--- src/rtl/poly_envelope.sv ---
// poly_envelope: multi-channel ADSR envelope generator. Levels and rates are shared; each channel has its own gate.
// Optional: define POLY_ENVELOPE_HARD_RETRIG_EN to restart every attack from zero instead of legato.
module poly_envelope #(
    parameter int CHANNELS = 4,
    parameter int LVL_W    = 16,
    parameter int FRAC_W   = 16,
    localparam int ACC_W   = LVL_W + FRAC_W
) (
    input  logic                      Sys_clk,
    input  logic                      Env_rst_n,
    input  logic                      Env_ce,
    input  logic                      Syn_tick,
    input  logic [CHANNELS-1:0]       Syn_key,
    input  logic [LVL_W-1:0]          A_lvl,
    input  logic [LVL_W-1:0]          S_lvl,
    input  logic [ACC_W-1:0]          A_rate,
    input  logic [ACC_W-1:0]          D_rate,
    input  logic [ACC_W-1:0]          R_rate,
    output logic [CHANNELS*LVL_W-1:0] Env_lvl,
    output logic [CHANNELS-1:0]       Env_active
);

    typedef enum logic [2:0] {
        IDLE    = 3'd0,
        ATTACK  = 3'd1,
        DECAY   = 3'd2,
        SUSTAIN = 3'd3,
        RELEASE = 3'd4
    } state_t;

    logic [ACC_W-1:0] peak;
    logic [ACC_W-1:0] sus;

    assign peak = {A_lvl, {FRAC_W{1'b0}}};
    assign sus  = {S_lvl, {FRAC_W{1'b0}}};

    genvar gi;
    generate
        for (gi = 0; gi < CHANNELS; gi++) begin : g_chan
            state_t           state_reg, state_next;
            logic [ACC_W-1:0] acc_reg, acc_next, start_acc;
            logic [ACC_W:0]   att_sum, dec_diff, rel_diff;
            logic             key_q_reg;
            logic             rise, fall;
            logic [LVL_W-1:0] lvl_reg;
            logic             active_reg;

            assign rise = Syn_key[gi] & ~key_q_reg;
            assign fall = ~Syn_key[gi] & key_q_reg;

`ifdef POLY_ENVELOPE_HARD_RETRIG_EN
            assign start_acc = '0;
`else
            assign start_acc = acc_reg;
`endif

            // One extra bit catches attack overflow and decay/release borrow.
            assign att_sum  = {1'b0, acc_reg} + {1'b0, A_rate};
            assign dec_diff = {1'b0, acc_reg} - {1'b0, D_rate};
            assign rel_diff = {1'b0, acc_reg} - {1'b0, R_rate};

            always_comb begin
                state_next = state_reg;
                acc_next   = acc_reg;
                if (rise) begin
                    if (start_acc >= peak) begin
                        acc_next   = peak;
                        state_next = DECAY;
                    end else begin
                        acc_next   = start_acc;
                        state_next = ATTACK;
                    end
                end else if (fall && (state_reg == ATTACK || state_reg == DECAY ||
                                      state_reg == SUSTAIN)) begin
                    state_next = RELEASE;
                end else begin
                    case (state_reg)
                        ATTACK: begin
                            if (A_rate == '0 || att_sum >= {1'b0, peak}) begin
                                acc_next   = peak;
                                state_next = DECAY;
                            end else begin
                                acc_next = att_sum[ACC_W-1:0];
                            end
                        end
                        DECAY: begin
                            // A start already at or below sus lands here too, since diff <= acc.
                            if (D_rate == '0 || dec_diff[ACC_W] || dec_diff[ACC_W-1:0] <= sus) begin
                                acc_next   = sus;
                                state_next = SUSTAIN;
                            end else begin
                                acc_next = dec_diff[ACC_W-1:0];
                            end
                        end
                        SUSTAIN: begin
                            acc_next = sus;
                        end
                        RELEASE: begin
                            if (R_rate == '0 || rel_diff[ACC_W] || rel_diff[ACC_W-1:0] == '0) begin
                                acc_next   = '0;
                                state_next = IDLE;
                            end else begin
                                acc_next = rel_diff[ACC_W-1:0];
                            end
                        end
                        default: begin
                            state_next = state_reg;
                        end
                    endcase
                end
            end

            always_ff @(posedge Sys_clk or negedge Env_rst_n) begin
                if (!Env_rst_n) begin
                    state_reg  <= IDLE;
                    acc_reg    <= '0;
                    key_q_reg  <= 1'b0;
                    lvl_reg    <= '0;
                    active_reg <= 1'b0;
                end else if (Env_ce) begin
                    if (Syn_tick) begin
                        state_reg <= state_next;
                        acc_reg   <= acc_next;
                        key_q_reg <= Syn_key[gi];
                    end
                    // Outputs follow the accumulator one edge later.
                    lvl_reg    <= acc_reg[ACC_W-1:FRAC_W];
                    active_reg <= (state_reg != IDLE);
                end
            end

            assign Env_lvl[gi*LVL_W +: LVL_W] = lvl_reg;
            assign Env_active[gi]             = active_reg;
        end
    endgenerate

endmodule
--- config.mk ---
export PLATFORM = sky130hd
export DESIGN_NAME = poly_envelope
export DESIGN_NICKNAME = d
export VERILOG_FILES = /design/src/rtl/poly_envelope.sv
export SDC_FILE = /design/constraint.sdc
export NUM_CORES = 2
export LEC_CHECK = 0
export CAP_MARGIN = 20
export CELL_PAD_IN_SITES_DETAIL_PLACEMENT = 2
export CELL_PAD_IN_SITES_GLOBAL_PLACEMENT = 2
export CORE_AREA = 2 2 317 319
export CTS_BUF_LIST = sky130_fd_sc_hd__clkbuf_4
export DETAILED_ROUTE_END_ITERATION = 8
export DIE_AREA = 0 0 319 321
export MAX_ROUTING_LAYER = met4
export PLACE_DENSITY_LB_ADDON = 0.1
export SETUP_SLACK_MARGIN = 0.5
export SYNTH_ARGS = -nofsm -noshare
export SYNTH_HDL_FRONTEND = slang
export SYNTH_SLANG_ARGS = --single-unit
--- constraint.sdc ---
create_clock -name Sys_clk -period 7.26 [get_ports Sys_clk]
set_input_delay 0.726 -clock Sys_clk [delete_from_list [all_inputs] [get_ports Sys_clk]]
set_output_delay 0.726 -clock Sys_clk [all_outputs]
set_load 0.1 [all_outputs]
==> reports/qor.csv <==
stage;metric;value;unit
run_status;status;completed;
synthesis;synthesized instance count;4824;
worst_hold_path;Hold Crit Class;in -> async;
placement;GP Congestion;1.05;
global_route;vias in the first global route;49500;
setup_path;Max FO, Critical Path;7;
synthesis;Netlist Area Pre-Place;37400;um2
placement;post-DP HPWL;204;mm
placement;Placed Area;45600;um2
power_and_ir_drop;P_sw;15.2;mW
timing;Hold Vio Cnt, Final;0;
timing;final-report max-slew violation count;0;
floorplanning;# IOs;204;
clock_tree;Sink Count;212;
clock_tree;clk_lat worst skew;0.94;ns
global_route;first-pass GRT wire length;343;mm
power_and_ir_drop;internal power;10.9;mW
detailed_routing;DRC errors left;0;
cells_and_area;Largest register FFs;128;
setup_path;Arr. time, crit path;7.39;ns
synthesis;total of warnings raised by yosys;0;
synthesis;Post-synth top cells;ha_1, a21oi_1, nand2_1, nor2_1, o21ai_0;
synthesis;Post-Syn Nets;5548;
timing;clk_skew;0.0777;ns
synthesis;Yosys top cell by area;ha_1;
clock_tree;CTS tree;done;
floorplanning;CORE AREA;99300;um2
cells_and_area;Post-Layout Inst Area;47100;um2
synthesis;most frequent cell after synthesis;ha_1;
setup_path;startpoint types;primary input;
flow_run;maxcap violations;0;
detailed_routing;WL final;243;mm
synthesis;synthesis-stage register bit count;212;
power_and_ir_drop;Overall Power;26.1;mW
cells_and_area;final net count;6335;
power_and_ir_drop;clock power share;5.5;%
floorplanning;Die Y;321;um
clock_tree;clock root buffer;clkbuf_4;
synthesis;Seq/Total Area, Yosys;14.2;%
floorplanning;die area;102000;um2
detailed_routing;drt wl/cell;34.9;um
timing;Setup Viol. Count Final;0;
clock_tree;cts bufs inserted;75;
synthesis;Avg Cell Area, Syn;7.75;um2
timing;f_max;151;MHz
synthesis;ranking of synthesized cells by area;ha_1, dfrtp_1, a21oi_1;
power_and_ir_drop;Sequential Power Share;10.5;%
detailed_routing;Iter 0 DRT Violations;4558;
synthesis;Post-synth EDFFs;0;
power_and_ir_drop;Gate power share;84.0;%
detailed_routing;Vias/cell;6.72;
timing;minimum clock period;6.64;ns
detailed_routing;TritonRoute pass-1 iters;6;
placement;worst slack, placed;-0.730;ns
timing;RSZ-0062 raised after global routing;yes;
clock_tree;H-tree depth;3;
detailed_routing;DRT antenna net count;0;
setup_path;Req. time, crit path;8.01;ns
cells_and_area;P&R area growth vs syn;25.9;%
setup_path;endpoint type of the worst setup path;register;
synthesis;ys flop type;dfrtp_1;
power_and_ir_drop;VDD IR max;400;uV
timing;Slew HR;19.4;%
power_and_ir_drop;Net Sw Frac;58.1;%
power_and_ir_drop;P_leak;22.0;nW
power_and_ir_drop;PwrDens;555;nW/um2
timing;part of the cycle the worst path needs;91.4;%
floorplanning;row count;116;
floorplanning;initial core utilization;37.6;%
global_route;initial antenna violation count;22;
placement;IO buf count;203;
timing;final worst setup slack;0.621;ns
synthesis;async set or reset register ratio after synthesis;100;%
synthesis;share of the synthesized area in the top cell type;19.3;%
timing;setup TNS;0;ns
synthesis;Netlist cell types;99;
global_route;GRT Util Overall;47.1;%
detailed_routing;routed via count;46800;
clock_tree;clock tree buffer depth;3;
clock_tree;clock transition at the registers of the reported paths;0.08;ns
global_route;Remaining Overflow, GRT;0;
placement;placed instance count;6817;
setup_path;kind of critical path;in -> reg;
floorplanning;Die Wd;319;um
cells_and_area;Layout Cells excl Fill;6972;
cells_and_area;share of post-route cells with drive strength above 1;18.2;%
timing;Least-Margin Pin Slew;1.21;ns
global_route;largest net degree at the start of global routing;126;
[critical path, cell delays in order]
cell and delay, ns:
clkdlybuf4s50_1 0.50, buf_4 0.21, buf_4 0.17, fa_1 0.45, a211o_1 0.31, a21oi_1 0.21, o21a_1 0.25, o32ai_1 0.14
buf_4 0.18, nor3b_2 0.23, o221ai_1 0.22, a21o_1 0.23, a21o_1 0.19, a31oi_1 0.19, xnor2_1 0.18, ha_1 0.30
a21o_1 0.20, a211o_1 0.30, a2111oi_2 0.45, o21ai_0 0.19, a41oi_1 0.25, buf_4 0.20, o21ai_2 0.09, buf_12 0.15
nor2b_1 0.17, a221o_1 0.32, a221oi_1 0.26, a311oi_1 0.10
[power groups by stage]
stage	Clock [mW]	Combinational (mW)	Sequential [mW]
after floorplan	0	11.1	3.45
after global placement	0	19.9	2.64
after detailed placement	0	20.7	2.67
after CTS	1.46	20.9	2.66
after global routing	1.51	23.1	2.73
final	1.44	22.0	2.73
[layout make-up]
type / count / area (um2)
timing repair buffer: 878 / 7350
clock inverter: 22 / 156
inverter: 212 / 796
fill: 11400 / 52200
antenna: 19 / 47.5
clock buffer: 99 / 743
tap: 1298 / 1620
multi-input combinational: 4232 / 31000
sequential: 212 / 5310
[per-layer routing]
metal / wire, um / vias up / track usage, %
li1: - / 20100 / -
met1: 95500 / 23600 / 55.2
met2: 107000 / 2353 / 73.3
met3: 20800 / 780 / 9.27
met4: 19900 / 0 / 31.6
met5: 0 / - / -
[stage by stage]
| step | util, % | hold slack, ns |
|---|---|---|
| floorplan | - | 0.430 |
| global placement | 45.9 | 0.489 |
| detailed placement | 45.9 | 0.496 |
| CTS | 46.9 | 0.225 |
| global route | 47.4 | 0.316 |
| finish | 47.4 | 0.294 |
[placed cells by master (no fill, tap or decap), types with 75 or more instances in the layout]
| cell type | count |
|---|---|
| a21o_1 | 220 |
| a21oi_1 | 549 |
| buf_4 | 655 |
| clkbuf_4 | 99 |
| clkdlybuf4s50_1 | 200 |
| dfrtp_1 | 206 |
| ha_1 | 573 |
| inv_1 | 210 |
| mux2_2 | 89 |
| nand2_1 | 350 |
| nand3_1 | 106 |
| nand4_1 | 83 |
| nor2_1 | 318 |
| nor3_1 | 75 |
| o21a_1 | 87 |
| o21ai_0 | 285 |
| xnor2_1 | 184 |
| xor2_1 | 137 |
[kinds of logic after synthesis]
| family | Yosys count | synth area share (%) |
|---|---|---|
| compound gates | 1851 | 32.7 |
| mux | 126 | 3.69 |
| fa+ha+maj | 588 | 19.9 |
| xor+xnor | 321 | 7.52 |
| buf+inv | 380 | 3.95 |
| flops | 212 | 14.2 |
| simple gates | 1346 | 18.0 |
[repair_timing]
action | 4_1_cts | 5_1_grt
setup buffers | 2 | 11
endpoints found under the hold margin | 41 | 0
gates cloned | 0 | 1
pin swaps | 2 | 30
resized for setup | 15 | 77
hold buffers | 1 | 0
endpoints found under the setup margin | 110 | 134
[worst paths after layout]
check	from	endpoint	slack (ns)	cells after the start
max in group asynchronous	Env_rst_n	g_chan[2].acc_reg[2]	5.66	3
min	Env_rst_n	g_chan[1].lvl_reg[10]	0.29	2
max reg2reg	g_chan[0].acc_reg[0]	g_chan[0].acc_reg[13]	0.68	28
min in group Sys_clk	Env_ce	g_chan[3].lvl_reg[4]	0.37	2
max	A_rate[1]	g_chan[3].acc_reg[30]	0.62	28
min reg2reg	g_chan[3].lvl_reg[14]	g_chan[3].lvl_reg[14]	0.51	1
No activity file was read; power rests on OpenSTA's default activity.
